**src/rtl/arbitro_rr_mux_pkg.sv**
```systemverilog
// Shared definitions for the round-robin arbiter that drives the 4:1 data MUX select.
package arbitro_rr_mux_pkg;

  localparam int N_REQ    = 4;
  localparam int LARG_SEL = $clog2(N_REQ);

  typedef enum logic {
    LIVRE     = 1'b0,
    CONCEDIDO = 1'b1
  } estado_t;

  function automatic logic [N_REQ-1:0] indice_para_onehot(input logic [LARG_SEL-1:0] indice);
    indice_para_onehot = {{(N_REQ-1){1'b0}}, 1'b1} << indice;
  endfunction

endpackage

```
**src/rtl/arbitro_rr_mux_chk.sv**
```systemverilog
// Invariants of the arbiter outputs, kept apart from the datapath.
module arbitro_rr_mux_chk
  import arbitro_rr_mux_pkg::*;
(
  input logic                Clock,
  input logic                Reset,
  input logic [N_REQ-1:0]    Concessao,
  input logic [LARG_SEL-1:0] Selecao,
  input logic                Ocupado,
  input logic                Expirado
);

  a_grant_matches_select: assert property (@(posedge Clock) disable iff (Reset)
    Ocupado |-> (Concessao == indice_para_onehot(Selecao)));

  a_idle_no_grant: assert property (@(posedge Clock) disable iff (Reset)
    !Ocupado |-> (Concessao == {N_REQ{1'b0}}));

  a_timeout_only_when_free: assert property (@(posedge Clock) disable iff (Reset)
    Expirado |-> !Ocupado);

endmodule

```
**src/rtl/arbitro_rr_mux_seletor_rr.sv**
```systemverilog
// Rotate-priority pick: the first active request found scanning from ptr upward (mod N_REQ) wins.
module seletor_rr
  import arbitro_rr_mux_pkg::*;
(
  input  logic [N_REQ-1:0]    requisicao,
  input  logic [LARG_SEL-1:0] ptr,
  output logic                valido,
  output logic [LARG_SEL-1:0] vencedor
);

  logic [LARG_SEL-1:0] candidato_s;
  logic                acerto_s;

  // Walk the requesters in priority order, latching only the first hit.
  always_comb begin
    valido      = 1'b0;
    vencedor    = ptr;
    candidato_s = ptr;
    acerto_s    = 1'b0;
    for (int k = 0; k < N_REQ; k++) begin
      candidato_s = ptr + LARG_SEL'(k);
      acerto_s    = requisicao[candidato_s] & ~valido;
      vencedor    = acerto_s ? candidato_s : vencedor;
      valido      = valido | requisicao[candidato_s];
    end
  end

endmodule

```
**src/rtl/arbitro_rr_mux.sv**
```systemverilog
// Round-robin owner of the shared 4:1 MUX: grants one requester at a time for a bounded
// transaction and drives the MUX select with the holder's index.
module arbitro_rr_mux
  import arbitro_rr_mux_pkg::*;
#(
  parameter int MAX_POSSE = 16,
  parameter int LARG_CONT = 5
) (
  input  logic                Clock,
  input  logic                Reset,
  input  logic [N_REQ-1:0]    Requisicao,
  input  logic [N_REQ-1:0]    Liberacao,
  output logic [N_REQ-1:0]    Concessao,
  output logic [LARG_SEL-1:0] Selecao,
  output logic                Ocupado,
  output logic                Expirado
);

  localparam logic [LARG_CONT-1:0] LIM_CONT = LARG_CONT'(MAX_POSSE - 1);

  estado_t             estado_r;
  logic [LARG_SEL-1:0] ptr_r;
  logic [LARG_CONT-1:0] contador_r;

  logic                valido_s;
  logic [LARG_SEL-1:0] vencedor_s;
  logic                pedido_dono_s;
  logic                libera_dono_s;
  logic                limite_s;
  logic                fim_s;
  logic                so_timeout_s;

  seletor_rr u_seletor (
    .requisicao (Requisicao),
    .ptr        (ptr_r),
    .valido     (valido_s),
    .vencedor   (vencedor_s)
  );

  // Selecao doubles as the holder index while a grant is active.
  always_comb begin
    pedido_dono_s = Requisicao[Selecao];
    libera_dono_s = Liberacao[Selecao];
    limite_s      = (contador_r == LIM_CONT);
    fim_s         = libera_dono_s | ~pedido_dono_s | limite_s;
    so_timeout_s  = limite_s & ~libera_dono_s & pedido_dono_s;
  end

  // Arbitration FSM with registered grant, select, busy and timeout outputs.
  always_ff @(posedge Clock) begin
    if (Reset) begin
      estado_r   <= LIVRE;
      ptr_r      <= {LARG_SEL{1'b0}};
      contador_r <= {LARG_CONT{1'b0}};
      Concessao  <= {N_REQ{1'b0}};
      Selecao    <= {LARG_SEL{1'b0}};
      Ocupado    <= 1'b0;
      Expirado   <= 1'b0;
    end else begin
      Expirado <= 1'b0;
      case (estado_r)
        LIVRE: begin
          if (valido_s) begin
            Concessao  <= indice_para_onehot(vencedor_s);
            Selecao    <= vencedor_s;
            Ocupado    <= 1'b1;
            contador_r <= {LARG_CONT{1'b0}};
            estado_r   <= CONCEDIDO;
          end else begin
            estado_r <= LIVRE;
          end
        end
        CONCEDIDO: begin
          if (fim_s) begin
            // Select stays put so the MUX output remains stable while idle.
            Concessao <= {N_REQ{1'b0}};
            Ocupado   <= 1'b0;
            Expirado  <= so_timeout_s;
            ptr_r     <= Selecao + LARG_SEL'(1);
            estado_r  <= LIVRE;
          end else begin
            contador_r <= contador_r + LARG_CONT'(1);
          end
        end
        default: begin
          estado_r  <= LIVRE;
          Concessao <= {N_REQ{1'b0}};
          Ocupado   <= 1'b0;
        end
      endcase
    end
  end

  arbitro_rr_mux_chk u_chk (
    .Clock     (Clock),
    .Reset     (Reset),
    .Concessao (Concessao),
    .Selecao   (Selecao),
    .Ocupado   (Ocupado),
    .Expirado  (Expirado)
  );

endmodule

```
**config.mk**
```make
export PLATFORM = sky130hd
export DESIGN_NAME = arbitro_rr_mux
export DESIGN_NICKNAME = d
export VERILOG_FILES = /design/src/rtl/arbitro_rr_mux_pkg.sv /design/src/rtl/arbitro_rr_mux_chk.sv /design/src/rtl/arbitro_rr_mux_seletor_rr.sv /design/src/rtl/arbitro_rr_mux.sv
export SDC_FILE = /design/constraint.sdc
export NUM_CORES = 1
export LEC_CHECK = 0
export BUFFER_PORTS_ARGS = -buffer_cell sky130_fd_sc_hd__buf_2
export CAP_MARGIN = 10
export CORE_MARGIN = 2
export CORE_UTILIZATION = 56
export DETAILED_ROUTE_END_ITERATION = 7
export PLACE_DENSITY = 0.82
export SLEW_MARGIN = 30
export SYNTH_ARGS = -nofsm -noshare
export SYNTH_HDL_FRONTEND = slang
export SYNTH_SLANG_ARGS = --single-unit
```
**constraint.sdc**
```tcl
create_clock -name Clock -period 3.7 [get_ports Clock]
set_input_delay 0.185 -clock Clock [delete_from_list [all_inputs] [get_ports Clock]]
set_output_delay 0.185 -clock Clock [all_outputs]
set_load 0.02 [all_outputs]
```
==> flow_summary_export.csv, run 1 <==
group,metric,value,unit
layout,finalNonFillerCells,129,
worst_setup_path,worstPathMaxFanout,9,
layout,final_util,66.2,%
power,vdd_drop_max,0.000290,V
synth,synth_seq_cells,16,
placed_design,pre_cts_ws,1650,ps
synth,synth-xor-area-share,1.03,%
clock_tree,cts.clk_slew.worst_paths,90,ps
floorplanning,initial_core_util,57.9,%
min_path,hold_path_end,"contador_r[4]",
sta,period_minus_slack,2060,ps
power,p_leak,0.403,nW
placed_design,dpl.hpwl,1.37,mm
worst_setup_path,critPathLaunchType,"flip-flop",
sta,clock-skew-final,2.22,ps
synth,synthFlopType,"dfxtp_1",
synth,synth.avg_cell_area,8.78,um^2
grt,grt_pass1_wl,2.88,mm
layout,syn_to_final_growth,14.4,%
floorplanning,rows,14,
routing,num_vias,797,
synth,synth-compound-area-share,28.5,%
sta,max_clock_freq,485,MHz
synth,synth-edff-count,0,
floorplanning,coreArea,0.00147,mm^2
clock_tree,clkLatencyLatePin,300,ps
routing,via_per_inst,6.18,
synth,synth_top_area_share,37.6,%
clock_tree,cts_post_setup_buffers_inserted,0,
routing,wl,1.81,mm
grt,antenna_found_initial,0,
synth,synth_top_family_by_area,"compound AO/OA/AOI/OAI gates",
worst_setup_path,worstPathArrival,2280,ps
synth,yosys.area.top_type,"dfxtp_1",
worst_setup_path,r2r_end,"contador_r[3]",
layout,diodes,0,
synth,yosys.area_share.simple,22.9,%
floorplanning,die_h,43.0,um
sta,setup_viol,0,
worst_setup_path,ff2ff_setup_slack,1640,ps
sta,fin_crit_sh,55.7,%
worst_setup_path,critPathRequiredTime,3920,ps
synth,synthMostInstantiatedCell,"dfxtp_1",
synth,synthAdderAreaFrac,2.94,%
clock_tree,cts_buffers,3,
placed_design,dp.cells,125,
placed_design,port_buffers,17,
power,p_per_area,405,mW/mm^2
floorplanning,die_area,0.00185,mm^2
synth,ys_types,35,
routing,wl_per_cell,14.0,um
clock_tree,hold_buffers,0,
routing,ant_nets,0,
layout,layout.nets,126,
synth,synth_mux_area_share,2.64,%
floorplanning,ios,18,
min_path,min-delay-start,"Reset",
sta,layout_setup_ws,1640,ps
synth,seq_area_frac_synth,37.6,%
sta,max-slew-margin-rel,72.7,%
placed_design,gp_congestion,0.789,
min_path,min_path_type,"in -> reg",
clock_tree,ctsResizeCount,0,
routing,first_pass_iters,4,
worst_setup_path,cp-end-kind,"flip-flop",
synth,synthTopCellsByCount,"16 x dfxtp_1, 10 x nand2b_1, 9 x a21oi_1",
synth,synth_warnings,0,
routing,drc,0,
clock_tree,cts_tree,"built",
layout,num-fill-cells,130,
clock_tree,htree_levels,1,
grt,grt_overflow_total,0,
sta,finalSetupTns,0,ps
routing,drt-initial-drc-count,9,
synth,synth_area,852,um^2
sta,rsz0062_at_grt,"false",
clock_tree,cts_buffer_depth,2,
grt,grt_max_degree,14,
grt,grt_pass1_vias,699,
synth,netlist_top_cells_area,"dfxtp_1 38%, nand2b_1 7.3%, a21oi_1 5.3%",
run_status,outcome,"complete, no violations",
layout,layout-drive-gt1-share,19.5,%
sta,tightest_slew,399,ps
sta,drv_slew,0,
worst_setup_path,crit_type,"reg -> reg",
min_path,hold_depth,2,
clock_tree,clock-root-buffer,"clkbuf_4",
floorplanning,dieWidth,43.0,um
sta,final-hold-violation-count,0,
run,drv_cap,0,
power,p_total,0.395,mW
worst_setup_path,worstRegToRegCells,6,
synth,async_flop_share,0,%
worst_setup_path,r2r_start,"contador_r[0]",
clock_tree,cts_sinks,16,
grt,grt_use_total,21.2,%
synth,synth_fp_nets,109,
synth,syn_inst,97,
## worst max path at each step
stage	start	end	cells after the start	slack [ps]
after global routing	contador_r[0]	contador_r[3]	6	1530
after detailed placement	contador_r[0]	contador_r[3]	6	1650
after CTS	contador_r[0]	contador_r[3]	6	1640
after global placement	contador_r[0]	contador_r[3]	6	1740
after floorplan	contador_r[0]	contador_r[3]	7	1750
final	contador_r[0]	contador_r[3]	6	1640
## worst max-delay path, stage by stage (launching register included)
cell and delay (ps):
dfxtp_1 350, ha_1 230, and3_1 190, ha_1 230
nand2b_1 270, or4_1 500, a211oi_1 220
## power by group
group	internal [mW]	switching, mW
Sequential	0.183	0.0115
Combinational	0.0316	0.0498
Clock	0.0601	0.0584
## cell usage in the layout (no fill, tap or decap), drive strengths merged, types with 3 or more instances in the layout
master,n
o211ai,4
clkbuf,4
or2,3
nand2,5
nand3,5
o32ai,4
nand2b,10
dfxtp,16
a21oi,9
inv,5
buf,17
## cell families (layout without fill, tap and decap cells)
family,count (synthesis),count (layout)
simple gates,34,34
compound gates,33,33
flops,16,16
buf+inv,10,26
fa+ha+maj,2,2
xor+xnor,1,1
mux,1,1
## layout make-up
cell class	count	area [um^2]	area share [%]
clock buffers	4	36.3	3.72
inverters	5	18.8	1.93
multi-input cells	71	494	50.7
flip-flops and latches	16	320	32.9
well taps	16	20.0	2.05
repair buffers	17	85.1	8.73
## state kept, by name (all words and copies together), names as in the netlist
signal / cells
Ocupado: 1
Selecao: 2
estado_r: 1
Concessao: 4
contador_r: 5
Expirado: 1
ptr_r: 2
## metrics by stage
stage                     cell area, um^2  hold WS (ps)
after floorplan                       852           425
after global placement                938           435
after detailed placement              938           447
after CTS                             975           169
after global routing                  975           196
final                                 975           171
## metal layers
| layer | vias up | GRT usage (%) | wire [um] |
|---|---|---|---|
| met5 | - | 0 | 0 |
| met3 | 7 | 3.40 | 103 |
| met4 | 0 | 14.5 | 59 |
| li1 | 406 | - | - |
| met1 | 366 | 24.5 | 802 |
| met2 | 18 | 35.5 | 846 |
Note: power is estimated with default switching activity, not from simulation.
==> run 2: changes to the inputs <==
CORE_UTILIZATION = 52   (was 56)
PLACE_DENSITY = 0.77   (was 0.82)
clock period = 1.9 ns   (was 3.7 ns; I/O delays follow)
==> run 2 against run 1 <==
Effect of this change:
- count of clock-buffer cells in the layout stayed put
- via count grew 3.5%
- power grew 97%
- register-to-register slack worse by 1600 ps
- fmax rose by 11%
- sequential share of layout area shrank 1.4 points
- hold slack got worse by 59 ps
==> flow_summary_export.csv, run 2 (same netlist as run 1, synthesis figures left out) <==
group,metric,value,unit
layout,layout_commonest_cell,"buf_2",
clock_tree,clkLatencyLatePin,280,ps
layout,layout.nets,129,
min_path,min_path_type,"in -> reg",
layout,top_regs,"contador_r x5, Concessao x4",
clock_tree,cts_buffer_depth,2,
run_status,outcome,"complete, no violations",
sta,fin_crit_sh,97.7,%
grt,grt_overflow_total,0,
clock_tree,htree_levels,1,
grt,grt_max_degree,14,
floorplanning,die_area,0.00198,mm^2
routing,num_vias,825,
layout,layout-drive-gt1-share,26.7,%
sta,tightest_slew,475,ps
clock_tree,cts_sinks,16,
layout,syn_to_final_growth,20.6,%
floorplanning,rows,14,
routing,first_pass_iters,4,
worst_setup_path,worstPathArrival,2070,ps
grt,grt_use_total,23.2,%
clock_tree,clock-root-buffer,"clkbuf_4",
placed_design,dpl.hpwl,1.35,mm
grt,antenna_found_initial,0,
layout,top_register,"contador_r",
layout,final_util,67.4,%
clock_tree,cts.clk_slew.worst_paths,100,ps
power,p_per_area,755,mW/mm^2
worst_setup_path,crit_type,"reg -> reg",
sta,setup_viol,0,
placed_design,dpl_cell_area,956,um^2
grt,grt_pass1_wl,3.39,mm
floorplanning,initial_core_util,55.9,%
layout,largest_reg_flops,5,
layout,final_cell_mix,"17 x buf_2, 14 x dfxtp_1, 10 x nand2b_1",
routing,drc,0,
floorplanning,die_h,44.5,um
routing,wl,2.01,mm
sta,layout_setup_ws,44.5,ps
worst_setup_path,critPathRequiredTime,2110,ps
clock_tree,cts_tree,"built",
power,vdd_drop_max,0.000494,V
worst_setup_path,cp-end-kind,"flip-flop",
power,p_leak,0.420,nW
routing,wl_per_cell,15.2,um
sta,clock-skew-final,1.29,ps
sta,drv_slew,0,
routing,ant_nets,0,
sta,final-hold-violation-count,0,
worst_setup_path,worstPathMaxFanout,5,
sta,max-slew-margin-rel,68.3,%
floorplanning,dieWidth,44.5,um
placed_design,pre_cts_ws,77.8,ps
routing,drt-initial-drc-count,21,
worst_setup_path,critPathLaunchType,"flip-flop",
layout,multi_input_area,522,um^2
grt,grt_pass1_vias,768,
run,drv_cap,0,
sta,period_minus_slack,1860,ps
clock_tree,cts_buffers,3,
floorplanning,ios,18,
placed_design,port_buffers,17,
layout,num-fill-cells,135,
routing,via_per_inst,6.25,
layout,diodes,0,
placed_design,gp_congestion,0.798,
layout,regArea,323,um^2
sta,max_clock_freq,539,MHz
layout,fin_area,0.00103,mm^2
floorplanning,coreArea,0.00152,mm^2
==> run 2: cell count changes in the layout (fill, tap and decap cells not counted) <==
cell	change
buf_4	+3
dfxtp_1	-2
dfxtp_2	+2
a2111oi_0	-1
a2111oi_1	+1
a211oi_1	-1
a211oi_2	+1
and3_1	-1
and3_4	+1
ha_1	-1
ha_4	+1
or4_1	-1
or4_4	+1
==> run 2: worst paths after layout <==
kind / slack, ps / start / end / cells past startpoint
worst max-delay path: 40 / contador_r[0] / contador_r[3] / 6
worst min-delay path: 110 / Reset / Selecao[1] / 2
worst max register to register: 40 / contador_r[0] / contador_r[3] / 6
worst min register to register: 460 / Ocupado / Ocupado / 2
==> run 2: area by class of cell <==
cell class                      instances  area share, %
Sequential cell                        16           31.4
Inverter                                5           1.83
Clock buffer                            4           3.53
Timing Repair Buffer                   20           10.5
Tap cell                               16           1.95
Multi-Input combinational cell         71           50.8
==> run 2: what timing repair did <==
| action | in CTS | in global routing |
|---|---|---|
| setup endpoints to repair | 0 | 4 |
| setup buffers | 0 | 1 |
| resized for setup | 0 | 7 |
| hold buffers | 0 | 0 |
==> run 2: routing by layer <==
metal | GRT usage, % | routed length, um
met3 | 4.90 | 128
met4 | 7.27 | 16
met2 | 37.7 | 955
met5 | 0 | 0
met1 | 30.5 | 905
==> run 2: metrics by stage <==
step	cells	hold WS [ps]	power, mW	setup TNS, ps
global route	132	103	0.824	-72.0
global placement	127	395	0.547	0
CTS	131	91.8	0.778	0
detailed placement	127	400	0.551	0
finish	132	112	0.776	0
floorplan	97	335	0.498	0
==> run 2: worst max-delay path: stages (launching register included) <==
cell and delay (ps):
dfxtp_2 340, ha_1 220, and3_4 190, ha_4 160
nand2b_1 170, or4_4 490, a211oi_2 210
==> run 2: where the power goes <==
| group | switching [mW] | total, mW | internal [mW] | leakage [nW] |
|---|---|---|---|---|
| clock network | 0.107 | 0.224 | 0.116 | 0.0210 |
| logic | 0.104 | 0.172 | 0.0681 | 0.267 |
| registers | 0.0222 | 0.380 | 0.358 | 0.132 |
| total | 0.234 | 0.776 | 0.542 | 0.420 |
